`src/rtl/fp_fma_issue_buffer_pkg.sv`:
```
// Shared request/response types for the FMA issue buffer and its result FIFO.
// This file holds type definitions only: no logic, no latency, no backpressure.
package fp_pkg;

    typedef logic [31:0] fp_32b_t;

    typedef struct packed {
        logic invalid;
        logic overflow;
        logic underflow;
        logic inexact;
    } fp_flags_t;

    typedef struct packed {
        fp_32b_t    a;
        fp_32b_t    b;
        fp_32b_t    c;
        logic [2:0] rm;
    } fma_req_t;

    typedef struct packed {
        fp_32b_t   data;
        fp_flags_t flags;
    } fma_rsp_t;

    localparam int RSP_W = $bits(fma_rsp_t);

endpackage

```
`src/rtl/fp_sync_fifo.sv`:
```
// Generic synchronous FIFO with a registered head; push is visible on the head one cycle later.
// There is no internal flow control: the caller must never push when full or pop when empty.
module fp_sync_fifo #(
    parameter int WIDTH = 36,
    parameter int DEPTH = 8,
    localparam int PW = $clog2(DEPTH),
    localparam int CW = $clog2(DEPTH + 1)
) (
    input  logic             clk,
    input  logic             rst_n,
    input  logic             push,
    input  logic [WIDTH-1:0] push_dat,
    input  logic             pop,
    output logic [WIDTH-1:0] head_dat,
    output logic             full,
    output logic             empty,
    output logic [CW-1:0]    count
);

    logic [WIDTH-1:0] mem_q [DEPTH];
    logic [WIDTH-1:0] mem_d [DEPTH];
    logic [PW-1:0]    wr_ptr_q, wr_ptr_d;
    logic [PW-1:0]    rd_ptr_q, rd_ptr_d;
    logic [CW-1:0]    count_q, count_d;

    // Pointers are exactly log2(DEPTH) wide, so they wrap modulo DEPTH for free.
    always_comb begin
        mem_d    = mem_q;
        wr_ptr_d = wr_ptr_q;
        rd_ptr_d = rd_ptr_q;
        count_d  = count_q;
        if (push) begin
            mem_d[wr_ptr_q] = push_dat;
            wr_ptr_d        = wr_ptr_q + PW'(1);
        end
        if (pop) begin
            rd_ptr_d = rd_ptr_q + PW'(1);
        end
        if (push && !pop) begin
            count_d = count_q + CW'(1);
        end else if (!push && pop) begin
            count_d = count_q - CW'(1);
        end
    end

    always_ff @(posedge clk or negedge rst_n) begin
        if (!rst_n) begin
            for (int i = 0; i < DEPTH; i++) begin
                mem_q[i] <= '0;
            end
            wr_ptr_q <= '0;
            rd_ptr_q <= '0;
            count_q  <= '0;
        end else begin
            mem_q    <= mem_d;
            wr_ptr_q <= wr_ptr_d;
            rd_ptr_q <= rd_ptr_d;
            count_q  <= count_d;
        end
    end

    assign head_dat = mem_q[rd_ptr_q];
    assign full     = (count_q == CW'(DEPTH));
    assign empty    = (count_q == '0);
    assign count    = count_q;

endmodule

```
`src/rtl/fp_fma_issue_buffer.sv`:
```
// Credit-limited front end for a non-stallable FMA pipeline with an ordered result FIFO and sticky flags.
// Issue is registered one cycle; results pop no earlier than the cycle after capture; req_ready reserves a FIFO slot per op.
module fp_fma_issue_buffer
    import fp_pkg::*;
#(
    parameter int DEPTH = 8
) (
    input  logic        clk,
    input  logic        rst,
    input  logic        req_valid,
    output logic        req_ready,
    input  logic [31:0] req_a,
    input  logic [31:0] req_b,
    input  logic [31:0] req_c,
    input  logic [2:0]  req_rm,
    output logic        pipe_valid_in,
    output logic [31:0] pipe_in1,
    output logic [31:0] pipe_in2,
    output logic [31:0] pipe_in3,
    output logic [2:0]  pipe_rm,
    input  logic [31:0] pipe_out,
    input  logic        pipe_overflow,
    input  logic        pipe_underflow,
    input  logic        pipe_inexact,
    input  logic        pipe_invalid,
    input  logic        pipe_valid_out,
    output logic        rsp_valid,
    input  logic        rsp_ready,
    output logic [31:0] rsp_data,
    output logic [3:0]  rsp_flags,
    output logic [3:0]  sticky_flags,
    input  logic        clear_flags,
    output logic        protocol_err,
    output logic        busy
);

    localparam int CW = $clog2(DEPTH + 1);
    localparam logic [CW:0] CREDITS = (CW + 1)'(DEPTH);

    logic [CW-1:0] inflight_q, inflight_d;
    logic [CW-1:0] fifo_count;
    logic [CW:0]   credit_sum;
    logic          fifo_full, fifo_empty;
    logic          issue, capture, push, pop;
    logic          pipe_valid_in_q, pipe_valid_in_d;
    fma_req_t      pipe_req_q, pipe_req_d;
    fp_flags_t     sticky_q, sticky_d;
    logic          protocol_err_q, protocol_err_d;
    fma_rsp_t      push_rsp, head_rsp;

    // Every in-flight op already owns a FIFO slot, so frees this cycle are deliberately not counted.
    assign credit_sum = {1'b0, inflight_q} + {1'b0, fifo_count};
    assign req_ready  = rst & (credit_sum < CREDITS);

    assign issue     = req_valid & req_ready;
    assign capture   = pipe_valid_out & (inflight_q != '0);
    assign push      = capture & ~fifo_full;
    assign rsp_valid = ~fifo_empty;
    assign pop       = rsp_valid & rsp_ready;

    assign push_rsp = '{data: pipe_out,
                        flags: '{invalid: pipe_invalid, overflow: pipe_overflow,
                                 underflow: pipe_underflow, inexact: pipe_inexact}};

    always_comb begin
        inflight_d      = inflight_q;
        pipe_valid_in_d = issue;
        pipe_req_d      = pipe_req_q;
        sticky_d        = sticky_q;
        protocol_err_d  = protocol_err_q | (pipe_valid_out & (inflight_q == '0));
        if (issue) begin
            pipe_req_d = '{a: req_a, b: req_b, c: req_c, rm: req_rm};
        end
        if (issue && !capture) begin
            inflight_d = inflight_q + CW'(1);
        end else if (!issue && capture) begin
            inflight_d = inflight_q - CW'(1);
        end
        // Clear takes effect before the popped entry is folded in.
        if (clear_flags) begin
            sticky_d = '0;
        end
        if (pop) begin
            sticky_d = sticky_d | head_rsp.flags;
        end
    end

    always_ff @(posedge clk or negedge rst) begin
        if (!rst) begin
            inflight_q      <= '0;
            pipe_valid_in_q <= 1'b0;
            pipe_req_q      <= '0;
            sticky_q        <= '0;
            protocol_err_q  <= 1'b0;
        end else begin
            inflight_q      <= inflight_d;
            pipe_valid_in_q <= pipe_valid_in_d;
            pipe_req_q      <= pipe_req_d;
            sticky_q        <= sticky_d;
            protocol_err_q  <= protocol_err_d;
        end
    end

    fp_sync_fifo #(
        .WIDTH (RSP_W),
        .DEPTH (DEPTH)
    ) u_rsp_fifo (
        .clk      (clk),
        .rst_n    (rst),
        .push     (push),
        .push_dat (push_rsp),
        .pop      (pop),
        .head_dat (head_rsp),
        .full     (fifo_full),
        .empty    (fifo_empty),
        .count    (fifo_count)
    );

    assign pipe_valid_in = pipe_valid_in_q;
    assign pipe_in1      = pipe_req_q.a;
    assign pipe_in2      = pipe_req_q.b;
    assign pipe_in3      = pipe_req_q.c;
    assign pipe_rm       = pipe_req_q.rm;
    assign rsp_data      = head_rsp.data;
    assign rsp_flags     = head_rsp.flags;
    assign sticky_flags  = sticky_q;
    assign protocol_err  = protocol_err_q;
    assign busy          = (inflight_q != '0) | ~fifo_empty;

endmodule

```
`config.mk`:
```
export PLATFORM = sky130hd
export DESIGN_NAME = fp_fma_issue_buffer
export DESIGN_NICKNAME = d
export VERILOG_FILES = /design/src/rtl/fp_fma_issue_buffer_pkg.sv /design/src/rtl/fp_sync_fifo.sv /design/src/rtl/fp_fma_issue_buffer.sv
export SDC_FILE = /design/constraint.sdc
export NUM_CORES = 1
export LEC_CHECK = 0
export ABC_AREA = 1
export CAP_MARGIN = 15
export CORE_MARGIN = 3
export CORE_UTILIZATION = 59
export DETAILED_ROUTE_END_ITERATION = 16
export PLACE_DENSITY_LB_ADDON = 0.12
export SLEW_MARGIN = 10
export SYNTH_ARGS = -nofsm -noshare
export SYNTH_HDL_FRONTEND = slang
export SYNTH_SLANG_ARGS = --single-unit
```
`constraint.sdc`:
```
create_clock -name clk -period 6.9 [get_ports clk]
set_clock_uncertainty 0.05 [all_clocks]
set_input_delay 1.035 -clock clk [delete_from_list [all_inputs] [get_ports clk]]
set_output_delay 1.035 -clock clk [all_outputs]
set_load 0.01 [all_outputs]
```
Word level (Yosys, flattened, before mapping)
Cells that the tools add are included.

Output and inout port bits: 144. Bits in registers: 407. Logic and storage cells: 73.

Reduce and logical (&&, ||, !) cells: 14. Equality and inequality tests: 1. Muxes and demuxes: 12. Bitwise logic cells: 13. Magnitude comparators: 4. Add/subtract/negate cells: 7.

Operators with widths (count): bitwise mux 288 bit (1); binary-select mux 36 bit (select 3 bit) (1); demux 36 bit (select 3 bit) (1); 2-to-1 mux 36 bit (3); 2-to-1 mux 4 bit (6); adder 4 x 1 -> 4 bit (second input constant) (2); greater-or-equal comparator 4 bit (second input constant) (2); zero test 4 bit (2); NOT 3 -> 4 bit (2); subtractor 4 x 1 -> 4 bit (second input constant) (2); adder 3 x 1 -> 3 bit (second input constant) (2); AND 1 bit (6); adder 4 x 4 -> 5 bit (1); logical AND 1 bit (5); less-than comparator 5 x 4 -> 1 bit (second input constant) (1); equality test 4 bit (second input constant) (1); zero test 1 bit (4); less-than comparator 4 x 1 -> 1 bit (second input constant) (1); OR 4 bit (1); nonzero test 2 bit (2); nonzero test 4 bit (1); NOT 1 bit (2); OR 1 bit (2).

Logic depth before layout (Yosys ltp)
Depth after elaboration: 8. Gate-level depth with buffers: 17.

By module
From an unflattened synthesis, not the netlist that was laid out.

Cells, all modules: 2504. Area total of the unflattened synthesis: 19110.8 um2.

Modules (own cells, without submodules): fp_sync_fifo (cells each 1984, area an instance 14375.0 um2, seq. area each 7457.2 um2, instances 1); fp_fma_issue_buffer (cells each 520, area an instance 4735.8 um2, seq. area each 2727.6 um2, instances 1).

Least setup slack after synthesis
OpenSTA, ideal clock, no wires.

Kind: input port to output port. From: input rst. To: output req_ready. Slack: 3955 ps. Required time: 5815 ps. Arrival time: 1860 ps. Stages on the path: 6. Cells stage by stage: nand2_1 nor3_1 buf_2 buf_1 nand2_1 inv_1.

Longest elaborated chain between the ends: 1.

RTL lines: start, declared (RTL line fp_fma_issue_buffer.sv:9) `input logic rst,`; AND 1 bit (RTL line fp_fma_issue_buffer.sv:53) `assign req_ready = rst & (credit_sum < CREDITS);`; end, declared (RTL line fp_fma_issue_buffer.sv:11) `output logic req_ready,`.

No other way between the ends.

Worst setup path after layout
From: register u_rsp_fifo.rd_ptr_q[0]. To: output rsp_data[26].

Longest elaborated chain between the ends: 4.

RTL lines: start, declared (RTL line fp_sync_fifo.sv:23) `logic [PW-1:0] rd_ptr_q, rd_ptr_d;`; start signal, assigned (RTL line fp_sync_fifo.sv:57) `rd_ptr_q <= rd_ptr_d;`; NOT 3 -> 4 bit (implied by the code) (RTL line fp_sync_fifo.sv:62) `assign head_dat = mem_q[rd_ptr_q];`; binary-select mux 36 bit (select 3 bit) (RTL line fp_sync_fifo.sv:62); 2-to-1 mux 36 bit (implied by the code) (2 in series) (RTL line fp_sync_fifo.sv:62); end, declared (RTL line fp_fma_issue_buffer.sv:29) `output logic [31:0] rsp_data,`.

No other way between the ends. The select of a mux whose other input is x is not followed.

==> metrics.md <==
| Metric | Value |
|---|---|
| Number of global-route vias before repair | 17,500 |
| Fin. max-slew vios | 0 |
| Fillers | 2,429 |
| Syn_nets | 2,607 |
| Crit. End Element | primary output |
| Setup WS post-layout | 2.18 ns |
| Uppermost layer routed | met5 |
| Layout Utilization | 73.5% |
| Metal-1 WL | 23,000 um |
| Global-route wire length before repair | 94,000 um |
| Hold Path Class | flip-flop to flip-flop |
| Starting Density | 60.7% |
| R2R Setup Slk | 3.59 ns |
| Postcts setup bufs | 0 |
| Setup TNS | 0 ns |
| Area of the multi-input gates | 0.00798 mm2 |
| Final Instance Area | 0.0235 mm2 |
| Tot Pwr | 12.1 mW |
| GRT overflow | 0 |
| Via/cell ratio | 5.82 |
| Largest net degree at the start of global routing | 223 |
| RePlAce Congestion | 0.870 |
| Skew-Pair Late Insertion Delay | 0.54 ns |
| Synth cell types | 30 |
| Hold-critical path depth | 1 |
| Post-CTS Hold Buffers | 0 |
| Die X | 187 um |
| IO Port Bufs | 284 |
| Cells on worst reg2reg path | 16 |
| Final net count | 2,745 |
| Final worst-path cycle share | 68.4% |
| Crit-path max FO | 96 |
| DR WL/cell | 19.3 um |
| DR WL met3 | 5990 um |
| Sequential share of the synthesized area | 52.5% |
| Synthesis-stage register bit count | 407 |
| RR Endpoint | inflight_q[3] |
| FF-to-FF Start | inflight_q[1] |
| Clk root buf | clkbuf_16 |
| Initial antenna violation count | 7 |
| Final hold vios | 0 |
| Vias | 17,800 |
| Crit-path cells | buf_4 -> o21ai_0 -> o22ai_1 -> nand2_1 -> nand2_1 -> clkdlybuf4s50_1 |
| Setup CP Type | flip-flop to primary output |
| Drt first pass iters | 5 |
| PostCTS Resize Cnt | 0 |
| Post-Syn Area | 0.0194 mm2 |
| Worst Setup Start Kind | flip-flop |
| Drt initial violations | 1,588 |
| Pre-CTS WS | 2.66 ns |
| # clock sinks | 407 |
| Top delay family on crit path | buffers and inverters |
| CP max stage delay | 0.85 ns |
| Maxcap violations | 0 |
| Routed WL | 59,000 um |
| Worst-path clk slew | 0.06 ns |
| RSZ-0062 raised after global routing | false |
| Die Area | 0.0351 mm2 |
| HPWL after DPL | 33,900 um |
| # DRC | 0 |
| Pleak | 11.9 nW |
| Dpl cell area | 0.0219 mm2 |
| Critical-path top delay cell | buf_4 |
| Layout cells sized above 1 | 4.65% |
| Critical Path AT | 3.63 ns |
| P per Cell Area | 517 mW/mm2 |
| Synth Instances | 2,453 |
| Critical path required time | 5.81 ns |
| Io pins | 285 |
| Final setup fails | 0 |
| IR drop worst, VDD | 0.000291 V |
| Synth-to-layout area growth | 21.1% |
| Seq. cell area | 0.0102 mm2 |
| Die Ht | 187 um |
| Core ar. | 0.0320 mm2 |
| Mean post-synth cell area | 7.90 um2 |
| Post-route minimum period | 4.72 ns |
| Most common cell after layout, fill and taps aside | nand2_1 |
| Hold path start | protocol_err |
| Slew @ Worst Pin | 1.09 ns |
| CP most frequent cell | nand2_1 |
| WL met2 | 28,000 um |
| H-tree level count | 2 |
| Synth Warn # | 0 |
| Hold EP | protocol_err |
| Cell Rows | 65 |
| Antenna-violating nets left | 0 |
| CTS tree | done |
| Outcome | finished, final reports clean |
| WP depth | 6 |
| Total GRT Usage | 32.8% |
| Buf/Inv on CP | 2 |
| Slew headroom | 27.1% |
| Fmax | 212 MHz |
| Most frequent cells in the layout | nand2_1, dfrtp_1, nand3_1, clkdlybuf4s50_1, nor2_1 |
| Num CTS Buffers | 43 |
| Max Buffers Root-to-Sink | 3 |
## worst register-to-register path: cells and delay by family, from the launching register on
family | cells | cell delay, ns
AOI/OAI and AO/OA | 1 | 0.18
adders and majority gates | 3 | 0.83
buffers and inverters | 3 | 1.01
DFF | 1 | 0.46
and+or+nand+nor | 9 | 0.68
## where the power goes
group	switching, mW	internal (mW)
sequential	0.681	3.47
combinational	3.39	2.13
clock	0.952	1.53
## Yosys cell counts
cell type | instances | area [um2]
inv_1 | 40 | 150
or2_2 | 1 | 6.26
o21ai_0 | 153 | 766
nand2_4 | 7 | 78.8
buf_2 | 54 | 270
fa_1 | 2 | 40.0
buf_4 | 2 | 15.0
buf_8 | 1 | 15.0
xnor2_1 | 5 | 43.8
dfrtp_1 | 407 | 10200
nor2_1 | 167 | 627
buf_1 | 25 | 93.8
clkbuf_1 | 82 | 308
buf_6 | 21 | 236
ha_1 | 11 | 138
o22ai_1 | 32 | 200
nand4_1 | 99 | 619
clkbuf_2 | 30 | 150
a21o_1 | 1 | 7.51
o21ai_1 | 12 | 60.1
a21oi_1 | 2 | 10.0
nand2_2 | 3 | 18.8
nand2_1 | 955 | 3580
nor2_4 | 8 | 90.1
nor2_2 | 1 | 6.26
nand3_1 | 321 | 1610
xor2_1 | 2 | 17.5
inv_2 | 4 | 15.0
nor3_1 | 1 | 5.00
and2_1 | 4 | 25.0
## sequential cells by signal, summed over array words and instances, names as in the netlist
| signal | flops |
|---|---|
| inflight_q | 4 |
| pipe_in1 | 32 |
| pipe_in2 | 32 |
| pipe_in3 | 32 |
| pipe_rm | 3 |
| pipe_valid_in | 1 |
| protocol_err | 1 |
| sticky_flags | 4 |
| u_rsp_fifo.count | 4 |
| u_rsp_fifo.mem_q | 288 |
| u_rsp_fifo.rd_ptr_q | 3 |
| u_rsp_fifo.wr_ptr_q | 3 |
## cells by family after synthesis
kind of cell | after synthesis | synth area share, %
and+or+nand+nor | 1567 | 34.4
DFF | 407 | 52.5
buffers and inverters | 259 | 6.47
AOI/OAI and AO/OA | 200 | 5.38
adders and majority gates | 13 | 0.916
xor gates and xnor gates | 7 | 0.316
## routing by layer
metal / vias up / track usage, %
met2: 848 / 53.0
met5: - / 0
met1: 8614 / 42.1
met3: 142 / 9.33
li1: 8236 / -
met4: 2 / 12.9
## cell type report
| type | count | share of cell area (%) |
|---|---|---|
| Clock buffer | 69 | 5.77 |
| Multi-Input combinational cell | 1787 | 34.0 |
| Clock inverter | 8 | 0.703 |
| Tap cell | 435 | 2.32 |
| Antenna cell | 7 | 0.0746 |
| Inverter | 44 | 0.714 |
| Sequential cell | 407 | 43.4 |
| Timing Repair Buffer | 308 | 13.1 |
## worst max path at each step
stage / to / from / slack, ns
floorplan: req_ready / rst / 3.96
global placement: inflight_q[3] / rst / 2.76
detailed placement: inflight_q[3] / rst / 2.66
CTS: rsp_data[16] / u_rsp_fifo.rd_ptr_q[0] / 2.14
global route: rsp_data[24] / u_rsp_fifo.rd_ptr_q[0] / 2.09
finish: rsp_data[26] / u_rsp_fifo.rd_ptr_q[0] / 2.18
## per-stage QoR
step / hold slack, ns / instances
after global routing: 0.432 / 3063
after floorplan: 0.387 / 2453
after global placement: 0.393 / 2980
final: 0.408 / 3065
after CTS: 0.412 / 3057
after detailed placement: 0.394 / 2980
(Power assumes the default switching activity.)
